[src/rtl/dmem_arbiter.sv]
// dmem_arbiter: two-requester arbiter/sequencer for a single-port sync RAM (IDLE->ISSUE->RESP).
// Optional macro DMEM_ARB_RR_EN selects round-robin arbitration instead of fixed processor priority.
module dmem_arbiter #(
   parameter int ADDR_W = 8,
   parameter int DATA_W = 8,
   parameter int SAT_W  = 8
) (
   input  logic              clk,
   input  logic              rst_n,
   input  logic [1:0]        i_cpu_func,
   input  logic [ADDR_W-1:0] i_cpu_addr,
   input  logic [DATA_W-1:0] i_cpu_wdata,
   output logic [DATA_W-1:0] o_cpu_rdata,
   output logic              o_cpu_ready,
   input  logic              i_aux_req,
   input  logic              i_aux_we,
   input  logic [ADDR_W-1:0] i_aux_addr,
   input  logic [DATA_W-1:0] i_aux_wdata,
   output logic [DATA_W-1:0] o_aux_rdata,
   output logic              o_aux_ack,
   output logic              o_ram_en,
   output logic              o_ram_we,
   output logic [ADDR_W-1:0] o_ram_addr,
   output logic [DATA_W-1:0] o_ram_wdata,
   input  logic [DATA_W-1:0] i_ram_rdata,
   output logic              o_busy,
   output logic              o_last_grant,
   output logic [SAT_W-1:0]  o_cpu_cnt,
   output logic [SAT_W-1:0]  o_aux_cnt
);
   typedef enum logic [1:0] {IDLE, ISSUE, RESP} state_t;
   state_t            r_state, w_next;
   logic              r_owner, r_we, r_last_grant, r_cpu_ready, r_aux_ack;
   logic [ADDR_W-1:0] r_addr;
   logic [DATA_W-1:0] r_wdata, r_cpu_rdata, r_aux_rdata;
   logic [SAT_W-1:0]  r_cpu_cnt, r_aux_cnt;
   logic              w_cpu_pend, w_aux_pend, w_grant, w_win_aux;
   assign w_cpu_pend = (i_cpu_func == 2'b01) || (i_cpu_func == 2'b10);
   assign w_aux_pend = i_aux_req;
   assign w_grant    = w_cpu_pend || w_aux_pend;
`ifdef DMEM_ARB_RR_EN
   // r_any keeps the very first conflict after reset with the processor
   logic r_any;
   assign w_win_aux = w_aux_pend && (!w_cpu_pend || (r_any && !r_last_grant));
`else
   assign w_win_aux = w_aux_pend && !w_cpu_pend;
`endif
   always_comb begin
      w_next = r_state;
      w_next = (r_state == IDLE)  ? (w_grant ? ISSUE : IDLE) :
               (r_state == ISSUE) ? RESP : IDLE;
   end
   always_ff @(posedge clk) begin
      if (!rst_n) begin
         r_state      <= IDLE;
         r_owner      <= 1'b0;
         r_we         <= 1'b0;
         r_addr       <= '0;
         r_wdata      <= '0;
         r_last_grant <= 1'b0;
         r_cpu_ready  <= 1'b0;
         r_aux_ack    <= 1'b0;
         r_cpu_rdata  <= '0;
         r_aux_rdata  <= '0;
         r_cpu_cnt    <= '0;
         r_aux_cnt    <= '0;
`ifdef DMEM_ARB_RR_EN
         r_any        <= 1'b0;
`endif
      end else begin
         r_state     <= w_next;
         r_cpu_ready <= 1'b0;
         r_aux_ack   <= 1'b0;
         if (r_state == IDLE && w_grant) begin
            r_owner      <= w_win_aux;
            r_we         <= w_win_aux ? i_aux_we : (i_cpu_func == 2'b10);
            r_addr       <= w_win_aux ? i_aux_addr : i_cpu_addr;
            r_wdata      <= w_win_aux ? i_aux_wdata : i_cpu_wdata;
            r_last_grant <= w_win_aux;
`ifdef DMEM_ARB_RR_EN
            r_any        <= 1'b1;
`endif
         end
         if (r_state == RESP) begin
            if (r_owner) begin
               r_aux_ack <= 1'b1;
               r_aux_cnt <= r_aux_cnt + SAT_W'(r_aux_cnt != '1);
               if (!r_we) r_aux_rdata <= i_ram_rdata;
            end else begin
               r_cpu_ready <= 1'b1;
               r_cpu_cnt   <= r_cpu_cnt + SAT_W'(r_cpu_cnt != '1);
               if (!r_we) r_cpu_rdata <= i_ram_rdata;
            end
         end
      end
   end
   // latched address/data only change on a grant, so the RAM port holds them while idle
   assign o_ram_en     = (r_state == ISSUE);
   assign o_ram_we     = (r_state == ISSUE) && r_we;
   assign o_ram_addr   = r_addr;
   assign o_ram_wdata  = r_wdata;
   assign o_busy       = (r_state != IDLE);
   assign o_last_grant = r_last_grant;
   assign o_cpu_ready  = r_cpu_ready;
   assign o_aux_ack    = r_aux_ack;
   assign o_cpu_rdata  = r_cpu_rdata;
   assign o_aux_rdata  = r_aux_rdata;
   assign o_cpu_cnt    = r_cpu_cnt;
   assign o_aux_cnt    = r_aux_cnt;
endmodule

[config.mk]
export PLATFORM = sky130hd
export DESIGN_NAME = dmem_arbiter
export DESIGN_NICKNAME = d
export VERILOG_FILES = /design/src/rtl/dmem_arbiter.sv
export SDC_FILE = /design/constraint.sdc
export NUM_CORES = 1
export LEC_CHECK = 0
export CAP_MARGIN = 5
export CELL_PAD_IN_SITES_DETAIL_PLACEMENT = 0
export CELL_PAD_IN_SITES_GLOBAL_PLACEMENT = 1
export CORE_MARGIN = 1
export CORE_UTILIZATION = 32
export CTS_BUF_LIST = sky130_fd_sc_hd__clkbuf_8
export CTS_CLUSTER_SIZE = 8
export DETAILED_ROUTE_END_ITERATION = 12
export PLACE_DENSITY_LB_ADDON = 0.2
export SYNTH_ARGS = -nofsm -noshare
export SYNTH_HDL_FRONTEND = slang
export SYNTH_SLANG_ARGS = --single-unit
[constraint.sdc]
create_clock -name clk -period 1.95 [get_ports clk]
set_input_delay 0.195 -clock clk [delete_from_list [all_inputs] [get_ports clk]]
set_output_delay 0.195 -clock clk [all_outputs]
set_load 0.05 [all_outputs]
After elaboration in Yosys (flattened, before gate mapping)
Index checks and enable logic that the tools add are counted.
{"block": "op_classes", "addsub": 2, "n_mux": 8, "bitwise": 2, "n_reduce_logical": 13, "n_eq_ne": 6}
{"cell": "$add A8 B1 Y8", "n": 2}
{"cell": "$mux W8", "n": 2}
{"cell": "$ne A8 B8 Y1 const B", "n": 2}
{"cell": "$reduce_and A2 Y1", "n": 3}
{"cell": "$reduce_and A3 Y1", "n": 2}
{"cell": "$eq A2 B1 Y1 const B", "n": 2}
{"cell": "$eq A2 B2 Y1 const B", "n": 2}
{"cell": "$mux W1", "n": 4}
{"cell": "$mux W2", "n": 2}
{"cell": "$logic_and A1 B1 Y1", "n": 3}
{"cell": "$logic_not A2 Y1", "n": 1}
{"cell": "$logic_or A1 B1 Y1", "n": 2}
{"cell": "$not A1 Y1", "n": 2}
{"cell": "$reduce_bool A2 Y1", "n": 1}
{"cell": "$logic_not A1 Y1", "n": 1}
{"block": "word_totals", "register_bits": 54, "out_inout_bits": 54, "word_cells": 42, "in_bits": 46}

Longest topological paths before layout
{"block": "logic_depth", "depth_word": 5, "mapped_depth": 7, "mapped_depth_nobuf": 7}

Worst setup path after synthesis
No wires, ideal clock.
{"block": "synth_timing", "path_type": "reg2reg", "from": "register r_cpu_cnt[3] (netlist: o_cpu_cnt[3])", "to": "register r_cpu_cnt[4] (netlist: o_cpu_cnt[4])", "stages_incl_launch_ff": 8, "path_slack_ps": -239, "path_buffers": 0, "t_required_ps": 1832, "t_arrival_ps": 2070, "setup_ps": 118, "period_less_slack_ps": 2189, "path_cell_list": "dfxtp_1 nand4_1 or2_2 ha_1 ha_1 and4bb_2 and3_1 mux2i_1"}
{"block": "synth_between", "elab_chain_len": 2}
{"element": "start: declaration", "line": "36", "text": "logic [SAT_W-1:0] r_cpu_cnt, r_aux_cnt;"}
{"element": "start signal: assignment", "line": "91", "text": "r_cpu_cnt <= r_cpu_cnt + SAT_W'(r_cpu_cnt != '1);"}
{"element": "$ne A8 B8 Y1", "line": "91"}
{"element": "$add A8 B1 Y8 *", "line": "91"}
Mark *: on every way between the ends. The rest lies on a longest branch, timed or not.
A chain may end at the register's enable or synchronous reset.

Worst setup path after layout
{"block": "layout_timing", "from": "register r_cpu_cnt[4] (netlist: o_cpu_cnt[4])", "to": "register r_cpu_cnt[4] (netlist: o_cpu_cnt[4])"}
The elaborated chain is that of the path after synthesis.

==> results.yml <==
clock_tree:
  htreeDepth: 2
  ctsHoldBuffers: 0
  cts_tree: "yes"
  cts-root-to-sink-buffers: 2
  clk_pin_slew_worst_paths_ns: 0.11
  worstSkewPairLatency_ns: 0.31
  cts-buffers-inserted: 5
  clk_root_buffer_cell: "sky130_fd_sc_hd__clkbuf_8"
  clock-sinks: 54
pwr:
  worst_ir_drop_vdd_uv: 321
  leakage_power_summed_over_all_cells_nw: 1.37
  cellPowerDensity_nw_per_um2: 703
route:
  vias: 2345
  drt.antenna.violating_nets: 0
  drt_wl_total_um: 6190
  routed_via_density: 4.95
  wl_per_cell_um: 13.1
  drtIter0Drc: 68
  detail_route.first_pass.iterations: 4
  post-route-drc-count: 0
synth:
  synthDominantCellAreaShare_pct: 44.2
  ffs_latches_synth: 54
  yosys-top-cells-area: "sky130_fd_sc_hd__dfxtp_1 44%, sky130_fd_sc_hd__a21oi_1 7.4%, sky130_fd_sc_hd__nand2_1 6.1%, sky130_fd_sc_hd__a311oi_1 6.1%, sky130_fd_sc_hd__mux2i_1 4.9%"
  ys.warnings.count: 0
  unique_cell_type_count_in_the_yosys_netlist: 40
  synth_ff_type: "sky130_fd_sc_hd__dfxtp_1"
  syn_nets: 322
  number_of_enable_type_register_cells_in_the_synthesized_netlist: 0
  synth-async-reset-ratio_pct: 0
  synth-seq-area-share_pct: 44.2
  post_syn_area_um2: 2450
  yosysTopAreaCell: "sky130_fd_sc_hd__dfxtp_1"
  post_synthesis_average_cell_area_um2: 9.03
  synthCells: 271
place:
  io_buffers: 99
  placed_cells_incl_taps: 465
  detailedPlacementHpwl_um: 4440
  place_congestion: 0.731
  detailedPlace.worstSlack_ns: -0.0317
  dpl_cell_area_um2: 3610
global_routing:
  grt_pass1_wl_um: 9870
  top_usage_layer: "met2"
  groute.layer.met3.usage_pct: 5.26
  gr_util_all_layers_pct: 15.9
  grt_start_max_net_pins: 28
  globalRouteOverflowTotal: 0
  grt_pass1_vias: 2123
  use_met2_pct: 26.4
  antenna_found_initial: 0
  met1_usage_pct: 19.8
timing:
  skew_final_ns: 0.0106
  period_needed_ns: 1.83
  max_slew.worst_pin.slew_ns: 0.587
  slew_headroom_pct: 60.8
  setup_viol: 0
  timing.fmax_mhz: 547
  finalSetupTns_ns: 0
  finalHoldViolCount: 0
  slew_viol_final: 0
  setup_repair_after_global_routing_missed_its_margin: "false"
  post_route_setup_slack_ns: 0.121
  layout_worst_path_cycle_share_pct: 93.8
layout:
  area_growth_pct: 51.8
  finalNetCount: 425
  count_of_filler_cells_inserted_in_the_layout: 715
  insertedDiodeCount: 0
  final_cell_count_no_fill: 474
  post_route_cells_drive_above_1_share_pct: 14.9
  design_area_um2: 3710
setup_path:
  worst_setup_path_start_kind: "flip-flop"
  worst-setup-path-type: "flip-flop to flip-flop"
  worst_ep_required_time_ns: 2.15
  path_max_fanout: 6
  critPathCaptureType: "flip-flop"
  worstPathArrival_ns: 2.03
die:
  chipWidth_um: 89.4
  start_util_pct: 33.4
  floorplan.rows: 31
  die_height_um: 89.4
  boundaryPins: 100
  core_region_area_um2: 7330
  die_area_um2: 8000
run:
  max_cap_violations: 0
min_path:
  min-delay-path-class: "input port to flip-flop"
status:
  outcome: "finished clean"
-- path summary, 6_finish.rpt --
check	from	end	slack, ns	depth (start not counted)
min reg2reg	o_cpu_rdata[0]	o_cpu_rdata[0]	0.46	2
min	i_ram_rdata[5]	o_cpu_rdata[5]	0.45	3
max	o_cpu_cnt[4]	o_cpu_cnt[4]	0.12	7
max reg2reg	o_cpu_cnt[4]	o_cpu_cnt[4]	0.12	7
-- registers in the layout, summed over array words and instances, names as in the netlist --
signal / flops
o_cpu_rdata: 8
o_cpu_ready: 1
o_ram_wdata: 8
o_aux_rdata: 8
o_cpu_cnt: 8
r_we: 1
o_last_grant: 1
o_aux_cnt: 8
o_ram_addr: 8
o_aux_ack: 1
r_state: 2
-- cells by family after synthesis --
group | after synthesis | share of synthesized area, %
muxes | 12 | 4.91
xor gates and xnor gates | 2 | 0.716
AOI/OAI and AO/OA | 64 | 16.1
adders and majority gates | 5 | 2.56
DFF | 54 | 44.2
and+or+nand+nor | 111 | 26.1
buffers and inverters | 23 | 5.42
-- repair_timing --
| item | 4_1_cts | 5_1_grt |
|---|---|---|
| setup endpoints to repair | 0 | 2 |
| buffers inserted | 0 | 1 |
| resized for setup | 0 | 1 |
-- critical path, stage by stage, from the launching register on --
cell	delay, ns
sky130_fd_sc_hd__dfxtp_4	0.38
sky130_fd_sc_hd__nand4_1	0.14
sky130_fd_sc_hd__or2_4	0.28
sky130_fd_sc_hd__ha_1	0.20
sky130_fd_sc_hd__ha_1	0.18
sky130_fd_sc_hd__and4bb_2	0.25
sky130_fd_sc_hd__and3_1	0.19
sky130_fd_sc_hd__mux2i_1	0.11
-- metal layers --
metal | share of wire [%] | up-vias
li1 | - | 1190
met2 | 47 | 75
met5 | 0 | -
met3 | 7.1 | 4
met4 | 0.89 | 0
met1 | 45 | 1076
-- final cells by class --
class | instances | area [µm²] | area share (%)
tap | 99 | 124 | 3.34
inverter | 3 | 11.3 | 0.303
clock buffer | 5 | 68.8 | 1.85
sequential | 54 | 1100 | 29.6
multi-input combinational | 194 | 1240 | 33.3
clock inverter | 3 | 25.0 | 0.674
timing repair buffer | 116 | 1150 | 30.9
-- cell usage after synthesis, types with 2 or more instances --
cell type,number
sky130_fd_sc_hd__nor2_1,13
sky130_fd_sc_hd__and2_1,2
sky130_fd_sc_hd__clkbuf_1,5
sky130_fd_sc_hd__or2_2,2
sky130_fd_sc_hd__nor2b_1,2
sky130_fd_sc_hd__nand2b_1,3
sky130_fd_sc_hd__a21oi_1,36
sky130_fd_sc_hd__ha_1,5
sky130_fd_sc_hd__a311oi_1,17
sky130_fd_sc_hd__o31ai_1,4
sky130_fd_sc_hd__mux2i_1,12
sky130_fd_sc_hd__or4_1,4
sky130_fd_sc_hd__nand3_1,19
sky130_fd_sc_hd__nor3_1,2
sky130_fd_sc_hd__buf_6,4
sky130_fd_sc_hd__nand2_1,40
sky130_fd_sc_hd__dfxtp_1,54
sky130_fd_sc_hd__nand4_1,5
sky130_fd_sc_hd__buf_2,10
sky130_fd_sc_hd__or3_1,4
sky130_fd_sc_hd__o21ai_0,7
sky130_fd_sc_hd__and4bb_2,2
sky130_fd_sc_hd__and3_1,2
-- per-stage QoR --
stage | util, % | hold WS (ns) | power (mW)
floorplan | - | 0.317 | 1.69
global route | 50.7 | 0.441 | 2.74
CTS | 50.5 | 0.443 | 2.64
global placement | 49.2 | 0.443 | 1.99
detailed placement | 49.2 | 0.448 | 1.99
finish | 50.7 | 0.454 | 2.61
-- report_power, final --
group	switching, mW	internal (mW)	leakage, nW	total (mW)
Sequential	0.0527	1.16	0.448	1.22
Combinational	0.433	0.309	0.875	0.742
Clock	0.391	0.260	0.0447	0.651
-- placed cells by master (no fill, tap or decap), types with 5 or more instances in the layout --
| cell | instances |
|---|---|
| sky130_fd_sc_hd__clkdlybuf4s50_1 | 95 |
| sky130_fd_sc_hd__mux2i_1 | 12 |
| sky130_fd_sc_hd__dfxtp_2 | 13 |
| sky130_fd_sc_hd__nand3_1 | 19 |
| sky130_fd_sc_hd__clkbuf_8 | 5 |
| sky130_fd_sc_hd__buf_4 | 18 |
| sky130_fd_sc_hd__ha_1 | 5 |
| sky130_fd_sc_hd__o21ai_0 | 7 |
| sky130_fd_sc_hd__a21oi_1 | 36 |
| sky130_fd_sc_hd__nand4_1 | 5 |
| sky130_fd_sc_hd__nor2_1 | 13 |
| sky130_fd_sc_hd__dfxtp_1 | 40 |
| sky130_fd_sc_hd__nand2_1 | 40 |
| sky130_fd_sc_hd__a311oi_1 | 17 |
Power figures use the tool's default switching activity.
